==> config.mk <==
export PLATFORM = sky130hd
export DESIGN_NAME = beat_sequencer
export DESIGN_NICKNAME = d
export VERILOG_FILES = /design/src/rtl/beat_seq_pkg.sv /design/src/rtl/loop_window_calc.sv /design/src/rtl/beat_sequencer.sv
export SDC_FILE = /design/constraint.sdc
export NUM_CORES = 1
export LEC_CHECK = 0
export CAP_MARGIN = 20
export CORE_ASPECT_RATIO = 1.2
export CORE_MARGIN = 1
export CORE_UTILIZATION = 40
export CTS_CLUSTER_DIAMETER = 80
export CTS_CLUSTER_SIZE = 30
export DETAILED_ROUTE_END_ITERATION = 16
export HOLD_SLACK_MARGIN = 0.02
export PLACE_DENSITY_LB_ADDON = 0.08
export SYNTH_ARGS = -nofsm -noshare
export SYNTH_HDL_FRONTEND = slang
export SYNTH_SLANG_ARGS = --single-unit
==> constraint.sdc <==
create_clock -name clk -period 6.05 [get_ports clk]
set_clock_uncertainty 0.15 [all_clocks]
set_input_delay 0.9075 -clock clk [delete_from_list [all_inputs] [get_ports clk]]
set_output_delay 0.9075 -clock clk [all_outputs]
set_load 0.05 [all_outputs]
==> src/rtl/beat_seq_pkg.sv <==
// Shared state encoding and defaults for the beat sequencer.
// Optional ping-pong loop mode is enabled in beat_sequencer with BEAT_SEQ_PINGPONG_EN.
package beat_seq_pkg;

    typedef enum logic [1:0] {
        ST_PAUSE = 2'd0,
        ST_PLAY  = 2'd1,
        ST_LOOP  = 2'd2
    } state_t;

    localparam int DEFAULT_NOTE_BEATS = 4;

endpackage

==> src/rtl/loop_window_calc.sv <==
// Combinational loop-window calculator: turns the current beat, direction and
// note count into a note-aligned [loop_start, loop_end] window clipped to the song.
module loop_window_calc
    import beat_seq_pkg::*;
#(
    parameter int IBEAT_W    = 12,
    parameter int LEN        = 4095,
    parameter int NOTE_BEATS = DEFAULT_NOTE_BEATS,
    parameter int LOOP_W     = 3
) (
    input  logic [IBEAT_W-1:0] ibeat,
    input  logic               reverse,
    input  logic [LOOP_W-1:0]  loop_notes,
    output logic [IBEAT_W-1:0] loop_start,
    output logic [IBEAT_W-1:0] loop_end
);

    localparam int NB_W = $clog2(NOTE_BEATS);
    localparam int SW   = LOOP_W + NB_W;
    localparam int AW   = ((SW > IBEAT_W) ? SW : IBEAT_W) + 1;
    localparam logic [AW-1:0] LAST      = AW'(LEN - 1);
    localparam logic [AW-1:0] NOTE_MASK = AW'(NOTE_BEATS - 1);

    logic [AW-1:0] span;
    logic [AW-1:0] beat;
    logic [AW-1:0] end_raw;
    logic [AW-1:0] start_v;
    logic [AW-1:0] end_v;

    // NOTE: every variable gets a default first so no path leaves one unassigned (no latches).
    always_comb begin
        span    = (loop_notes == '0) ? AW'(NOTE_BEATS) : (AW'(loop_notes) << NB_W);
        beat    = AW'(ibeat);
        end_raw = '0;
        start_v = '0;
        end_v   = '0;
        if (reverse) begin
            start_v = beat & ~NOTE_MASK;
            end_raw = start_v + span - AW'(1);
            end_v   = (end_raw > LAST) ? LAST : end_raw;
        end else begin
            end_raw = beat | NOTE_MASK;
            end_v   = (end_raw > LAST) ? LAST : end_raw;
            start_v = ((end_v + AW'(1)) >= span) ? (end_v + AW'(1) - span) : '0;
        end
        loop_start = IBEAT_W'(start_v);
        loop_end   = IBEAT_W'(end_v);
    end

endmodule

==> src/rtl/beat_sequencer.sv <==
// Beat-index sequencer: play/pause, reverse, note-aligned loop window, seek and wrap strobe,
// stepping only on beat_tick. Define BEAT_SEQ_PINGPONG_EN for ping-pong looping.
module beat_sequencer
    import beat_seq_pkg::*;
#(
    parameter int IBEAT_W    = 12,
    parameter int LEN        = 4095,
    parameter int NOTE_BEATS = DEFAULT_NOTE_BEATS,
    parameter int LOOP_W     = 3
) (
    input  logic               clk,
    input  logic               rst,
    input  logic               beat_tick,
    input  logic               play,
    input  logic               reverse,
    input  logic               loop_en,
    input  logic [LOOP_W-1:0]  loop_notes,
    input  logic               seek_valid,
    input  logic [IBEAT_W-1:0] seek_ibeat,
    output logic [IBEAT_W-1:0] ibeat,
    output logic [1:0]         state,
    output logic               looping,
    output logic               wrap
);

    localparam int W1 = IBEAT_W + 1;
    localparam logic [W1-1:0] LAST = W1'(LEN - 1);

    state_t             state_q, state_d;
    logic [IBEAT_W-1:0] ibeat_q, ibeat_d;
    logic               wrap_q, wrap_d;
    logic [IBEAT_W-1:0] lstart_q, lend_q;
    logic [IBEAT_W-1:0] cap_start, cap_end;
    logic               win_valid_q, win_valid_d;
    logic               loop_en_q;
    logic               loop_rise;
    logic               capture;
    logic               eff_rev;

    logic [W1-1:0] cur, far, lin_nxt, loop_nxt, seek_clip;
    logic          lin_wrap, loop_wrap;

`ifdef BEAT_SEQ_PINGPONG_EN
    logic dir_q, dir_d;
    logic flip;
    assign eff_rev = reverse ^ dir_q;
`else
    assign eff_rev = reverse;
`endif

    assign loop_rise = loop_en & ~loop_en_q;

    loop_window_calc #(
        .IBEAT_W    (IBEAT_W),
        .LEN        (LEN),
        .NOTE_BEATS (NOTE_BEATS),
        .LOOP_W     (LOOP_W)
    ) u_window (
        .ibeat      (ibeat_q),
        .reverse    (reverse),
        .loop_notes (loop_notes),
        .loop_start (cap_start),
        .loop_end   (cap_end)
    );

    // Candidate next beat for a linear step and for a step inside the loop window.
    always_comb begin
        cur       = {1'b0, ibeat_q};
        far       = eff_rev ? {1'b0, lstart_q} : {1'b0, lend_q};
        lin_nxt   = cur;
        lin_wrap  = 1'b0;
        seek_clip = ({1'b0, seek_ibeat} > LAST) ? LAST : {1'b0, seek_ibeat};
        if (eff_rev) begin
            if (cur == '0) begin
                lin_nxt  = LAST;
                lin_wrap = 1'b1;
            end else begin
                lin_nxt = cur - W1'(1);
            end
        end else begin
            if (cur == LAST) begin
                lin_nxt  = '0;
                lin_wrap = 1'b1;
            end else begin
                lin_nxt = cur + W1'(1);
            end
        end
        loop_nxt  = lin_nxt;
        loop_wrap = lin_wrap;
`ifdef BEAT_SEQ_PINGPONG_EN
        flip = 1'b0;
        if (cur == far) begin
            loop_nxt  = eff_rev ? (cur + W1'(1)) : (cur - W1'(1));
            loop_wrap = 1'b1;
            flip      = 1'b1;
        end else if (lin_nxt == far) begin
            loop_wrap = 1'b1;
            flip      = 1'b1;
        end
`else
        if (cur == far) begin
            loop_nxt  = eff_rev ? {1'b0, lend_q} : {1'b0, lstart_q};
            loop_wrap = 1'b1;
        end
`endif
    end

    always_comb begin
        state_d     = state_q;
        ibeat_d     = ibeat_q;
        wrap_d      = 1'b0;
        capture     = 1'b0;
        win_valid_d = win_valid_q & loop_en;
`ifdef BEAT_SEQ_PINGPONG_EN
        dir_d       = dir_q;
`endif
        if (seek_valid) begin
            ibeat_d     = IBEAT_W'(seek_clip);
            state_d     = play ? ST_PLAY : ST_PAUSE;
            win_valid_d = 1'b0;
        end else if (!play) begin
            state_d = ST_PAUSE;
        end else begin
            case (state_q)
                ST_PAUSE: state_d = (loop_en && win_valid_q) ? ST_LOOP : ST_PLAY;
                ST_PLAY: begin
                    if (loop_rise) begin
                        capture     = 1'b1;
                        win_valid_d = 1'b1;
                        state_d     = ST_LOOP;
                    end else if (beat_tick) begin
                        ibeat_d = IBEAT_W'(lin_nxt);
                        wrap_d  = lin_wrap;
                    end
                end
                ST_LOOP: begin
                    if (!loop_en) begin
                        state_d = ST_PLAY;
                        if (beat_tick) begin
                            ibeat_d = IBEAT_W'(lin_nxt);
                            wrap_d  = lin_wrap;
                        end
                    end else if (beat_tick) begin
                        ibeat_d = IBEAT_W'(loop_nxt);
                        wrap_d  = loop_wrap;
`ifdef BEAT_SEQ_PINGPONG_EN
                        if (flip) dir_d = ~dir_q;
`endif
                    end
                end
                default: state_d = ST_PAUSE;
            endcase
        end
`ifdef BEAT_SEQ_PINGPONG_EN
        if (state_d != ST_LOOP) dir_d = 1'b0;
`endif
    end

    // NOTE: reset is sampled on the clock edge, and all state updates use non-blocking assignments.
    always_ff @(posedge clk) begin
        if (!rst) begin
            state_q     <= ST_PAUSE;
            ibeat_q     <= '0;
            wrap_q      <= 1'b0;
            lstart_q    <= '0;
            lend_q      <= '0;
            win_valid_q <= 1'b0;
            loop_en_q   <= 1'b0;
        end else begin
            state_q     <= state_d;
            ibeat_q     <= ibeat_d;
            wrap_q      <= wrap_d;
            win_valid_q <= win_valid_d;
            loop_en_q   <= loop_en;
            if (capture) begin
                lstart_q <= cap_start;
                lend_q   <= cap_end;
            end
        end
    end

`ifdef BEAT_SEQ_PINGPONG_EN
    always_ff @(posedge clk) begin
        if (!rst) dir_q <= 1'b0;
        else      dir_q <= dir_d;
    end
`endif

    assign ibeat   = ibeat_q;
    assign state   = state_q;
    assign looping = (state_q == ST_LOOP);
    assign wrap    = wrap_q;

endmodule

== Yosys cells after proc, flatten, opt, wreduce, memory -nomap -nowiden ==
Cells that the tools add are included.

* Register bits after elaboration: 41
* Bits of input ports: 22
* Output and inout port bits: 16
* Word-level logic and storage cells: 83

* Add/sub/neg operators: 6
* Mux-type cells: 43
* Equal/unequal tests: 8
* Reduce and logical (&&, ||, !) cells: 10
* Order comparisons: 4
* Bitwise gates (word level): 5

{| class="wikitable"
|+ Operators with widths
! cell !! count
|-
| $mux 12 || 18
|-
| $gt 12x12->1 const B || 2
|-
| $pmux 12 s2 || 1
|-
| $mux 1 || 16
|-
| $add 12x1->13 const B || 1
|-
| $add 12x13->13 || 1
|-
| $ge 13x5->1 || 1
|-
| $gt 13x12->1 const B || 1
|-
| $sub 13x1->13 const B || 1
|-
| $add 12x1->12 const B || 1
|-
| $eq 12x12->1 || 1
|-
| $eq 12x12->1 const B || 1
|-
| $logic_not 12->1 || 1
|-
| $ne 4x4->1 const B || 3
|-
| $sub 12x1->12 const B || 1
|-
| $sub 12x5->12 || 1
|-
| $mux 2 || 5
|-
| $pmux 2 s3 || 1
|-
| $mux 5 || 1
|-
| $reduce_and 4->1 || 1
|-
| $logic_not 3->1 || 1
|-
| $ne 3x3->1 const B || 1
|-
| $not 1->1 || 3
|-
| $reduce_bool 3->1 || 1
|-
| 10 further kinds || 11
|}

== Depth between registers and ports, before layout ==
* Depth in word-level cells: 9
* Gate-level depth with buffers: 14
* Depth with buffers taken out: 13

== Modules after synthesis ==
A second synthesis with hierarchy kept.

* Cells, all modules: 635
* Area total of the unflattened synthesis: 4568.1 sq um

{| class="wikitable"
|+ Modules (own cells, without submodules)
! module !! area an instance (sq um) !! cells an instance !! sequential area each (sq um) !! times used
|-
| beat_sequencer || 3201.8 || 437 || 820.8 || 1
|-
| loop_window_calc || 1366.3 || 198 || 0.0 || 1
|}

== Least setup slack after synthesis ==
No wires, ideal clock.

* Path kind: register -> register
* From: register ibeat_q[8] (netlist: ibeat[8])
* To: register lstart_q[8]
* Period minus slack after synthesis: 3.697 ns
* Setup time: 0.123 ns
* Stages on the path, launching flop included: 15
* Buffers on the path: 1
* Arrival: 3.425 ns
* Path slack: 2.353 ns
* Path through: dfxtp_1 -> ha_1 -> and3_1 -> clkbuf_1 -> a21oi_1 -> nand2_1 -> a21boi_0 -> inv_1 -> fa_1 -> nand2b_1 -> and2_0 -> o311ai_0 -> o21ai_0 -> a221oi_1 -> nor2_1

* Longest elaborated chain between the ends: 6
* Elaborated cells on any way between the ends: 7
* Those cells by class: add/sub (2); order compare (2); mux (3)

{| class="wikitable"
|+ Ends and longest elaborated chain
! element !! line !! source
|-
| start: declaration || beat_sequencer.sv:30 || <nowiki>logic [IBEAT_W-1:0] ibeat_q, ibeat_d;</nowiki>
|-
| start signal: assignment || beat_sequencer.sv:171 || <nowiki>ibeat_q <= ibeat_d;</nowiki>
|-
| $gt 12x12->1 || loop_window_calc.sv:43 || <nowiki>end_v = (end_raw > LAST) ? LAST : end_raw;</nowiki>
|-
| $mux 12 || loop_window_calc.sv:43 ||
|-
| $add 12x1->13 || loop_window_calc.sv:44 || <nowiki>start_v = ((end_v + AW'(1)) >= span) ? (end_v + AW'(1) - span) : '0;</nowiki>
|-
| $sub 12x5->12 or $ge 13x5->1 (tied branches) || loop_window_calc.sv:44 ||
|-
| $mux 12 || loop_window_calc.sv:44 ||
|-
| $mux 12 * || loop_window_calc.sv:37 || <nowiki>if (reverse) begin</nowiki>
|-
| end signal: assignment || beat_sequencer.sv:176 || <nowiki>lstart_q <= cap_start;</nowiki>
|-
| end: declaration || beat_sequencer.sv:32 || <nowiki>logic [IBEAT_W-1:0] lstart_q, lend_q;</nowiki>
|}

Every way passes the cells marked *; elsewhere a longest branch is shown, timed or not.
A chain may end at the register's enable or synchronous reset.

== Final worst setup path ==
* From: register ibeat_q[2] (netlist: ibeat[2])
* To: register lstart_q[8]

* Longest elaborated chain between the ends: 6
* Elaborated cells on any way between the ends: 7
* Those cells by class: add/sub (2); order compare (2); mux (3)

{| class="wikitable"
|+ Ends and longest elaborated chain
! element !! line
|-
| $gt 12x12->1 || loop_window_calc.sv:43
|-
| $mux 12 * || loop_window_calc.sv:43
|-
| $add 12x1->13 * || loop_window_calc.sv:44
|-
| $sub 12x5->12 or $ge 13x5->1 (tied branches) || loop_window_calc.sv:44
|-
| $mux 12 * || loop_window_calc.sv:44
|-
| $mux 12 * || loop_window_calc.sv:37
|}

Marks and branches as above.

==> flow_summary_export.csv <==
group,metric,value,unit
power_and_ir_drop,cellLeakagePower,2.017,nW
detailed_routing,vias_per_cell,6.339,
hold_path,min-delay-start,"lend_q[6]",
setup_path,critical_path.max_fanout,17,
timing,fmax,247.0,MHz
synthesis,synth_fp_nets,641,
outcome,outcome,"completed",
place,globalplace.congestion,0.9218,
layout,fin_util,0.4690,
layout,diodes,0,
clocking,postCtsSetupRepairBufs,0,
detailed_routing,drt_drc,0,
clocking,cts_repair_resize_count,0,
timing,final.period_utilization,0.6691,
synthesis,yosysTopAreaCell,"dfxtp_1",
timing,final_hold_viol_count,0,
detailed_routing,via_count_of_the_routed_design,4583,
detailed_routing,detail_route.iter0.violations,383,
setup_path,crit_path_end_kind,"register",
synthesis,list_of_most_frequent_post_synthesis_cells,"nand2_1 (48), dfxtp_1 (40), a21oi_1 (36), ha_1 (36), inv_1 (35)",
layout,area.growth.synth_to_final,12.55,%
global_routing,gr-total-overflow,0,
setup_path,worst-endpoint-arrival,4.06,ns
detailed_routing,drt_wl_cell,20.84,µm
clocking,cts_max_path_buffers,2,
global_routing,antenna_found_initial,0,
clocking,clk_pin_slew,0.06,ns
setup_path,cpPeakStageDelay,0.80,ns
timing,unrepaired_setup_endpoints_after_global_routing,"false",
floorplanning,floorplan.rows,41,
floorplanning,pin_count,38,
synthesis,synthesis.area,4447,µm²
setup_path,crit_type,"register to register",
synthesis,ys_warns,0,
synthesis,yosysMostFrequentCell,"nand2_1",
timing,worst-slew-pin-transition,1.074,ns
floorplanning,die_height,117.5,µm
synthesis,synth_async_sr_flop_share,0,
timing,final_period_demand_of_the_worst_path,4.048,ns
power_and_ir_drop,ir_worst_vdd,0.09620,mV
setup_path,worst_setup_path_startpoint,"ibeat[2]",
detailed_routing,drtPass1Iterations,10,
global_routing,globalRouteTotalUtil,0.2653,
clocking,cts_buffers,5,
timing,setup-tns-final,0,ns
floorplanning,floorplan.initialDensity,0.4167,
place,place_area,4841,µm²
layout,post_route_cells_drive_above_1_share,0.06566,
layout,multi_input_gate_area,3284,µm²
timing,final_report_setup_violation_count,0,
setup_path,crit_path_top_delay_cell,"dfxtp_1",
layout,nNetsFinal,653,
setup_path,crit_required,6.06,ns
clocking,postCtsHoldBufs,0,
synthesis,ys_top_cells_by_area,"dfxtp_1 (18%), ha_1 (10%), mux2i_1 (6.3%), xnor2_1 (4.5%), a21oi_1 (4.1%)",
timing,worst_slew_margin_rel,0.2782,
clocking,clock-sinks,40,
synthesis,synth_edf_count,0,
place,port_buffers,37,
detailed_routing,drtAntennaViolNets,0,
synthesis,primary_ff_master_synth,"dfxtp_1",
floorplanning,design.core.area,10670,µm²
synthesis,synth-seq-area-share,0.1801,
detailed_routing,postRouteWirelength,15060,µm
timing,finalMaxSlewViolations,0,
clocking,clk_root_buffer_cell,"clkbuf_16",
layout,total_of_fill_cells_in_the_finished_design,1099,
setup_path,worst_r2r_startpoint,"ibeat[2]",
clocking,htree_num_levels,2,
synthesis,synth_cell_type_count,76,
layout,area.sequential,800.8,µm²
global_routing,grt_first_pass_wirelength,24240,µm
place,placed_cells,715,
synthesis,mapped_cells,581,
floorplanning,die_area,11540,µm²
clocking,tritoncts,"built",
global_routing,grt_pass1_vias,4405,
clocking,clkLatencyLatePin,0.28,ns
setup_path,worst_path_top_cell_family_by_delay,"simple AND/OR/NAND/NOR gates",
power_and_ir_drop,power.density_cell_area,190.2,nW/µm²
layout,layout.cell_area.non_filler,5005,µm²
floorplanning,dieWidth,98.25,µm
setup_path,worstPathCellList,"and4_1, a21oi_1, nand2_1, a21boi_0, inv_1, fa_1, nand2b_1, and2_0, o311ai_0, o21ai_0, a221oi_1, nor2_1",
global_routing,grt_max_degree,41,
place,dp_hpwl,11160,µm
setup_path,crit_buf_inv,1,
hold_path,hold_path.class,"register to register",
synthesis,ys_ff_latch,40,
job,max_cap_violations,0,
setup_path,crit_path_start_kind,"register",
synthesis,synth_top_area_frac,0.1801,
synthesis,synth_area_per_cell,7.654,µm²
layout,stdcell_count,723,
-- path summary, 6_finish.rpt --
kind                 end  slack (ns)  cells after the start
max          lstart_q[8]        2.00                     12
min            lend_q[6]        0.33                      2
max reg2reg  lstart_q[8]        2.00                     12
min reg2reg    lend_q[6]        0.33                      2
-- final cells by class --
cell class                 count  share of cell area
clock inverter                 2            0.007000
clock buffer                   6             0.02575
timing repair buffer          49             0.09100
sequential                    40              0.1600
multi-input combinational    460              0.6563
tap                          129             0.03225
inverter                      37             0.02775
-- metal layers --
layer	GRT usage	up-vias	routed length, µm
met5	0	-	0
met4	0.1269	0	682
met3	0.03860	33	848
met2	0.4265	174	6916
met1	0.3469	2177	6618
li1	-	2199	-
-- power by group --
group | internal, W | switching [W] | leakage, nW
registers | 0.000272 | 0.0000137 | 0.326
clock network | 0.000194 | 0.000106 | 0.0808
logic | 0.000141 | 0.000225 | 1.61
-- metrics by stage --
stage | hold slack (ns) | total power, W | setup WS (ns)
2_1_floorplan | 0.2952 | 0.0005480 | 2.353
6_report | 0.3264 | 0.0009520 | 2.002
4_1_cts | 0.3222 | 0.0009497 | 2.046
5_1_grt | 0.3410 | 0.001003 | 1.701
3_5_place_dp | 0.3126 | 0.0006526 | 2.078
3_3_place_gp | 0.3071 | 0.0006521 | 2.078
-- registers in the layout, indices dropped and copies added (netlist names) --
signal / cells
ibeat: 12
lend_q: 12
loop_en_q: 1
lstart_q: 11
state: 2
win_valid_q: 1
wrap: 1
-- tightest hold or removal path, stage by stage, from the launching register on --
cell and delay (ns):
dfxtp_1 0.32, nand2_1 0.06, a21oi_1 0.05
-- cell families (layout without fill, tap and decap cells) --
| logic type | after synthesis | count (layout) | share of synthesized area |
|---|---|---|---|
| AOI/OAI and AO/OA | 176 | 176 | 0.2760 |
| xor gates and xnor gates | 23 | 23 | 0.04530 |
| adders and majority gates | 38 | 38 | 0.1103 |
| buffers and inverters | 81 | 94 | 0.08132 |
| DFF | 40 | 40 | 0.1801 |
| muxes | 33 | 33 | 0.07653 |
| and+or+nand+nor | 190 | 190 | 0.2304 |
-- placed cells by master, fill, tap and decap left out, drive strengths merged, types with 4 or more instances in the layout --
master	instances
a211oi	9
a21o	6
a21oi	36
a221oi	7
and3	8
buf	13
clkbuf	6
clkdlybuf4s50	36
dfxtp	40
ha	36
inv	36
mux2	5
mux2i	28
nand2	48
nand2b	6
nand3	25
nand4	16
nor2	27
nor2b	10
nor3	19
o211ai	6
o21ai	35
o221ai	8
o22ai	5
o311ai	4
o31a	4
o31ai	15
or3	4
or4	4
xnor2	23
Power figures use the tool's default switching activity.
